**config.mk**
```make
export PLATFORM = sky130hd
export DESIGN_NAME = id_ex_stage_reg
export DESIGN_NICKNAME = d
export VERILOG_FILES = /design/src/rtl/arm_pkg.sv /design/src/rtl/cond_check.sv /design/src/rtl/id_ex_stage_reg.sv
export SDC_FILE = /design/constraint.sdc
export NUM_CORES = 1
export LEC_CHECK = 0
export BUFFER_PORTS_ARGS = -buffer_cell sky130_fd_sc_hd__buf_4
export CAP_MARGIN = 30
export CORE_MARGIN = 3
export CORE_UTILIZATION = 41
export CTS_BUF_LIST = sky130_fd_sc_hd__clkbuf_8
export DETAILED_ROUTE_END_ITERATION = 8
export PLACE_DENSITY = 0.78
export SLEW_MARGIN = 10
export SYNTH_ARGS = -nofsm -noshare
export SYNTH_HDL_FRONTEND = slang
export SYNTH_SLANG_ARGS = --single-unit
```
**constraint.sdc**
```tcl
create_clock -name clk -period 1.2 [get_ports clk]
set_input_delay 0.06 -clock clk [delete_from_list [all_inputs] [get_ports clk]]
set_output_delay 0.06 -clock clk [all_outputs]
set_load 0.02 [all_outputs]
```
**src/rtl/arm_pkg.sv**
```systemverilog
// Shared ARM definitions: condition codes, ALU command encodings and NZCV bit positions.
// Used by the ID/EX register and by status-evaluation logic elsewhere in the core.
package arm_pkg;

    localparam logic [3:0] COND_EQ = 4'b0000;
    localparam logic [3:0] COND_NE = 4'b0001;
    localparam logic [3:0] COND_CS = 4'b0010;
    localparam logic [3:0] COND_CC = 4'b0011;
    localparam logic [3:0] COND_MI = 4'b0100;
    localparam logic [3:0] COND_PL = 4'b0101;
    localparam logic [3:0] COND_VS = 4'b0110;
    localparam logic [3:0] COND_VC = 4'b0111;
    localparam logic [3:0] COND_HI = 4'b1000;
    localparam logic [3:0] COND_LS = 4'b1001;
    localparam logic [3:0] COND_GE = 4'b1010;
    localparam logic [3:0] COND_LT = 4'b1011;
    localparam logic [3:0] COND_GT = 4'b1100;
    localparam logic [3:0] COND_LE = 4'b1101;
    localparam logic [3:0] COND_AL = 4'b1110;
    localparam logic [3:0] COND_NV = 4'b1111;

    localparam logic [3:0] ALU_NOP = 4'b0000;
    localparam logic [3:0] ALU_MOV = 4'b0001;
    localparam logic [3:0] ALU_ADD = 4'b0010;
    localparam logic [3:0] ALU_ADC = 4'b0011;
    localparam logic [3:0] ALU_SUB = 4'b0100;
    localparam logic [3:0] ALU_SBC = 4'b0101;
    localparam logic [3:0] ALU_AND = 4'b0110;
    localparam logic [3:0] ALU_ORR = 4'b0111;
    localparam logic [3:0] ALU_EOR = 4'b1000;
    localparam logic [3:0] ALU_MVN = 4'b1001;

    localparam int FLAG_N = 3;
    localparam int FLAG_Z = 2;
    localparam int FLAG_C = 1;
    localparam int FLAG_V = 0;

    typedef struct packed {
        logic mem_read;
        logic mem_write;
        logic wb_en;
        logic branch;
        logic status_en;
    } ctrl_t;

    localparam ctrl_t CTRL_NONE = '{default: 1'b0};

endpackage

```
**src/rtl/cond_check.sv**
```systemverilog
// Combinational ARM condition evaluation: cond field + NZCV flags -> pass.
// Encoding 1111 is treated as "never".
module cond_check
    import arm_pkg::*;
(
    input  logic [3:0] cond_in,
    input  logic [3:0] flags,
    output logic       cond_pass
);

    logic n;
    logic z;
    logic c;
    logic v;

    assign n = flags[FLAG_N];
    assign z = flags[FLAG_Z];
    assign c = flags[FLAG_C];
    assign v = flags[FLAG_V];

    always_comb begin
        cond_pass = 1'b0;
        case (cond_in)
            COND_EQ: cond_pass = z;
            COND_NE: cond_pass = !z;
            COND_CS: cond_pass = c;
            COND_CC: cond_pass = !c;
            COND_MI: cond_pass = n;
            COND_PL: cond_pass = !n;
            COND_VS: cond_pass = v;
            COND_VC: cond_pass = !v;
            COND_HI: cond_pass = c && !z;
            COND_LS: cond_pass = !c || z;
            COND_GE: cond_pass = (n == v);
            COND_LT: cond_pass = (n != v);
            COND_GT: cond_pass = !z && (n == v);
            COND_LE: cond_pass = z || (n != v);
            COND_AL: cond_pass = 1'b1;
            default: cond_pass = 1'b0;
        endcase
    end

endmodule

```
**src/rtl/id_ex_stage_reg.sv**
```systemverilog
// ID/EX pipeline register with ARM condition gating, hazard freeze and branch flush.
// Optional macro STATUS_FWD_EN adds same-cycle flag forwarding from the EX stage.
module id_ex_stage_reg
    import arm_pkg::*;
#(
    parameter int DATA_W  = 32,
    parameter int RADDR_W = 4
) (
    input  logic               clk,
    input  logic               rst,
    input  logic               freeze,
    input  logic               flush,
    input  logic [3:0]         cond_in,
    input  logic [3:0]         status_in,
`ifdef STATUS_FWD_EN
    input  logic               ex_status_wr,
    input  logic [3:0]         ex_status_val,
`endif
    input  logic [3:0]         alu_cmd_in,
    input  logic               mem_read_in,
    input  logic               mem_write_in,
    input  logic               wb_en_in,
    input  logic               branch_in,
    input  logic               status_en_in,
    input  logic [DATA_W-1:0]  pc_in,
    input  logic [DATA_W-1:0]  val_rn_in,
    input  logic [DATA_W-1:0]  val_rm_in,
    input  logic               imm_in,
    input  logic [11:0]        shift_op_in,
    input  logic [23:0]        simm24_in,
    input  logic [RADDR_W-1:0] dest_in,
    input  logic [RADDR_W-1:0] src1_in,
    input  logic [RADDR_W-1:0] src2_in,
    output logic [3:0]         alu_cmd_out,
    output logic               mem_read_out,
    output logic               mem_write_out,
    output logic               wb_en_out,
    output logic               branch_out,
    output logic               status_en_out,
    output logic               carry_out,
    output logic [DATA_W-1:0]  pc_out,
    output logic [DATA_W-1:0]  val_rn_out,
    output logic [DATA_W-1:0]  val_rm_out,
    output logic               imm_out,
    output logic [11:0]        shift_op_out,
    output logic [23:0]        simm24_out,
    output logic [RADDR_W-1:0] dest_out,
    output logic [RADDR_W-1:0] src1_out,
    output logic [RADDR_W-1:0] src2_out,
    output logic               valid_out
);

    logic [3:0] flags_p0;
    logic       cond_pass_p0;
    ctrl_t      ctrl_in_p0;
    ctrl_t      ctrl_gated_p0;

    logic [3:0]         alu_cmd_p1;
    ctrl_t              ctrl_p1;
    logic               carry_p1;
    logic               vld_p1;
    logic [DATA_W-1:0]  pc_p1;
    logic [DATA_W-1:0]  val_rn_p1;
    logic [DATA_W-1:0]  val_rm_p1;
    logic               imm_p1;
    logic [11:0]        shift_op_p1;
    logic [23:0]        simm24_p1;
    logic [RADDR_W-1:0] dest_p1;
    logic [RADDR_W-1:0] src1_p1;
    logic [RADDR_W-1:0] src2_p1;

    // Stage p0: flag source selection and condition evaluation
`ifdef STATUS_FWD_EN
    assign flags_p0 = ex_status_wr ? ex_status_val : status_in;
`else
    assign flags_p0 = status_in;
`endif

    cond_check u_cond_check (
        .cond_in   (cond_in),
        .flags     (flags_p0),
        .cond_pass (cond_pass_p0)
    );

    assign ctrl_in_p0 = '{
        mem_read:  mem_read_in,
        mem_write: mem_write_in,
        wb_en:     wb_en_in,
        branch:    branch_in,
        status_en: status_en_in
    };

    // A failed condition keeps operands and ALU command but squashes every side effect.
    assign ctrl_gated_p0 = cond_pass_p0 ? ctrl_in_p0 : CTRL_NONE;

    // Stage p1: the ID/EX register; rst and flush both produce an all-zero bubble
    always_ff @(posedge clk) begin
        if (rst || flush) begin
            alu_cmd_p1  <= ALU_NOP;
            ctrl_p1     <= CTRL_NONE;
            carry_p1    <= 1'b0;
            vld_p1      <= 1'b0;
            pc_p1       <= '0;
            val_rn_p1   <= '0;
            val_rm_p1   <= '0;
            imm_p1      <= 1'b0;
            shift_op_p1 <= '0;
            simm24_p1   <= '0;
            dest_p1     <= '0;
            src1_p1     <= '0;
            src2_p1     <= '0;
        end else if (!freeze) begin
            alu_cmd_p1  <= alu_cmd_in;
            ctrl_p1     <= ctrl_gated_p0;
            carry_p1    <= flags_p0[FLAG_C];
            vld_p1      <= cond_pass_p0;
            pc_p1       <= pc_in;
            val_rn_p1   <= val_rn_in;
            val_rm_p1   <= val_rm_in;
            imm_p1      <= imm_in;
            shift_op_p1 <= shift_op_in;
            simm24_p1   <= simm24_in;
            dest_p1     <= dest_in;
            src1_p1     <= src1_in;
            src2_p1     <= src2_in;
        end
    end

    assign alu_cmd_out   = alu_cmd_p1;
    assign mem_read_out  = ctrl_p1.mem_read;
    assign mem_write_out = ctrl_p1.mem_write;
    assign wb_en_out     = ctrl_p1.wb_en;
    assign branch_out    = ctrl_p1.branch;
    assign status_en_out = ctrl_p1.status_en;
    assign carry_out     = carry_p1;
    assign valid_out     = vld_p1;
    assign pc_out        = pc_p1;
    assign val_rn_out    = val_rn_p1;
    assign val_rm_out    = val_rm_p1;
    assign imm_out       = imm_p1;
    assign shift_op_out  = shift_op_p1;
    assign simm24_out    = simm24_p1;
    assign dest_out      = dest_p1;
    assign src1_out      = src1_p1;
    assign src2_out      = src2_p1;

endmodule

```
==> metrics.cfg <==
[synthesis]
ys_ff_latch=156
syn-num-nets=701
avgSynthCellArea_sq_um=10.7
yosysSeqAreaShare=0.547
synth_edf_count=0
async_reset_ff_frac=0
synthTopCellsByCount=dfxtp_1, nor2_1, mux2i_1, clkbuf_1, buf_2
yosys.area.top_type=dfxtp_1
postSynthCellCount=535
yosysUniqueCellTypes=31
synth.most_common_cell=dfxtp_1
synth_top_area_frac=0.547
synthFlopType=dfxtp_1
yosys_warnings=0
syn_area_sq_um=5710
synth.area.top_cells=dfxtp_1, mux2i_1, nor2_1

[floorplanning]
num_rows=42
die_w_um=124
fp.dieH_um=124
core-area_sq_um=13500
die_area_sq_um=15400
start_util=0.424
ioPinCount=322

[critical_path]
rrSetupSlack_ns=0.41
r2r-start=val_rm_out[25]$_SDFFE_PP0N_
start_kind=flop
path_buf_inv=1
crit_type=flop to primary output
r2r_end=val_rm_out[25]$_SDFFE_PP0N_
worstSetupStartpoint=pc_out[9]$_SDFFE_PP0N_
cpPeakStageDelay_ns=0.39
arrival_ns=1.02
rr_worst_depth=2
cp_max_fo=2
critical_path.cell_chain=buf_4
critPathSlowestCell=dfxtp_1
crit_cells=1
end_kind=primary output
crit_end=pc_out[9]
cp_top_family=flip-flops
cp.required_ns=1.14

[status]
status=finished, final reports clean

[clocking]
postCtsSetupBuffers=0
clockBufferDepth=2
cts.sinks=156
insertion_delay_ns=0.45
cts_tree=yes
clockRootBuffer=clkbuf_8
h-tree-depth=4
cts_buffers=17
clkTransAtPathRegs_ns=0.09

[timing]
final_hold_viol_count=0
finClkSkew_ns=0
min_period_ns=1.08
slew_violations=0
setup_slack_ns=0.124
rsz0062_at_grt=no
slew_headroom=0.467
period_share=0.896
worst_pin_slew_ns=0.800
timing.fmax_mhz=930
setup_viol=0

[placed_design]
dpl.hpwl_um=13000
dp_slack_ns=-0.241
gp_congestion=0.814
portBuffers=321
dp_cells=1013

[grt]
grt_use_met1=0.273
gr-total-overflow=0
use_met3=0.0817
antenna_found_initial=1
grt_pass1_wl_um=32300
use_met2=0.497
grt_pass1_vias=6330
grtUsageTotal=0.274
grt_max_degree=78
busiest_layer=met2

[routing]
antenna_left=0
first_pass_iters=5
routed_wl_um=21700
wl_per_cell_um=18.1
vias_per_cell=4.94
drt-initial-drc-count=265
num_vias=5940
drc=0

[worst_hold_path]
holdPathStages=4
hold_path.class=input port to flop

[final_layout]
fill_cells=805
instances_no_fill=1202
synthToLayoutAreaGrowth_pct=81.3
layout-drive-gt1-share=0.372
layout.nets=1179

[power_and_ir_drop]
ir_worst_vdd_mv=0.987
p_per_area_nw_per_um2=1120
power_leakage_nw=5.05

[job]
drv_cap=0

## logic make-up after synthesis
logic type | share of synthesized area
flip-flops | 0.547
AO/OA/AOI/OAI | 0.0261
XOR/XNOR | 0.00307
AND/OR/NAND/NOR | 0.122
multiplexers | 0.267
buffers and inverters | 0.0353
## placed cells by master, fill, tap and decap left out, types with 2 or more instances in the layout
cell type,count
clkbuf_8,21
mux2i_1,151
nand2_1,2
dlygate4sd3_1,157
buf_12,6
a21oi_1,4
nand4b_1,2
dfxtp_1,156
buf_4,334
nor3b_1,2
a32o_1,5
nor2_1,153
clkinv_2,5
and3b_2,2
clkinvlp_4,2
bufinv_16,2
## worst min path at each step
stage | start | to
2_1_floorplan | branch_in | branch_out$_SDFFE_PP0N_
5_1_grt | rst | pc_out[14]$_SDFFE_PP0N_
3_5_place_dp | mem_write_in | mem_write_out$_SDFFE_PP0N_
6_report | flush | alu_cmd_out[1]$_SDFFE_PP0N_
4_1_cts | rst | src2_out[1]$_SDFFE_PP0N_
3_3_place_gp | mem_write_in | mem_write_out$_SDFFE_PP0N_
## repair_timing
item | 4_1_cts | 5_1_grt
endpoints found under the hold margin | 156 | 0
resized for setup | 0 | 0
hold buffers | 157 | 0
## where the power goes
| part | leakage (nW) | switching [mW] | internal (mW) |
|---|---|---|---|
| sequential | 1.27 | 0.105 | 5.34 |
| combinational | 3.58 | 0.942 | 1.23 |
| clock | 0.201 | 1.96 | 1.99 |
## registers in the layout (all words and copies together), names as in the netlist, 4 cells and up
signal	count
shift_op_out	12
pc_out	32
src2_out	4
simm24_out	24
dest_out	4
val_rm_out	32
src1_out	4
alu_cmd_out	4
val_rn_out	32
## through the flow
step | hold slack, ns | total power, mW | instance area, sq um | setup TNS [ns] | utilization
6_report | 0.120 | 11.6 | 10300 | 0 | 0.769
5_1_grt | 0.112 | 12.0 | 10300 | 0 | 0.769
4_1_cts | 0.0781 | 11.5 | 10300 | 0 | 0.769
3_5_place_dp | 0.283 | 7.24 | 8380 | -1.34 | 0.623
3_3_place_gp | 0.271 | 7.18 | 8380 | -0.822 | 0.623
2_1_floorplan | 0.186 | 6.37 | 5720 | -0.263 | -
## layer usage
layer | wire, um | up-vias
li1 | - | 2749
met1 | 7590 | 2820
met2 | 11400 | 290
met3 | 1640 | 81
met4 | 1090 | 0
met5 | 0 | -
## final cells by class
cell class,instances,area (sq um),share of cell area
repair buffers,498,4210,0.407
flip-flops and latches,156,3120,0.302
multi-input cells,340,2390,0.231
clock buffers,20,275,0.0266
well taps,176,220,0.0213
clock inverters,11,118,0.0114
diodes,1,2.50,0.000242
Note: power is estimated with default switching activity, not from simulation.
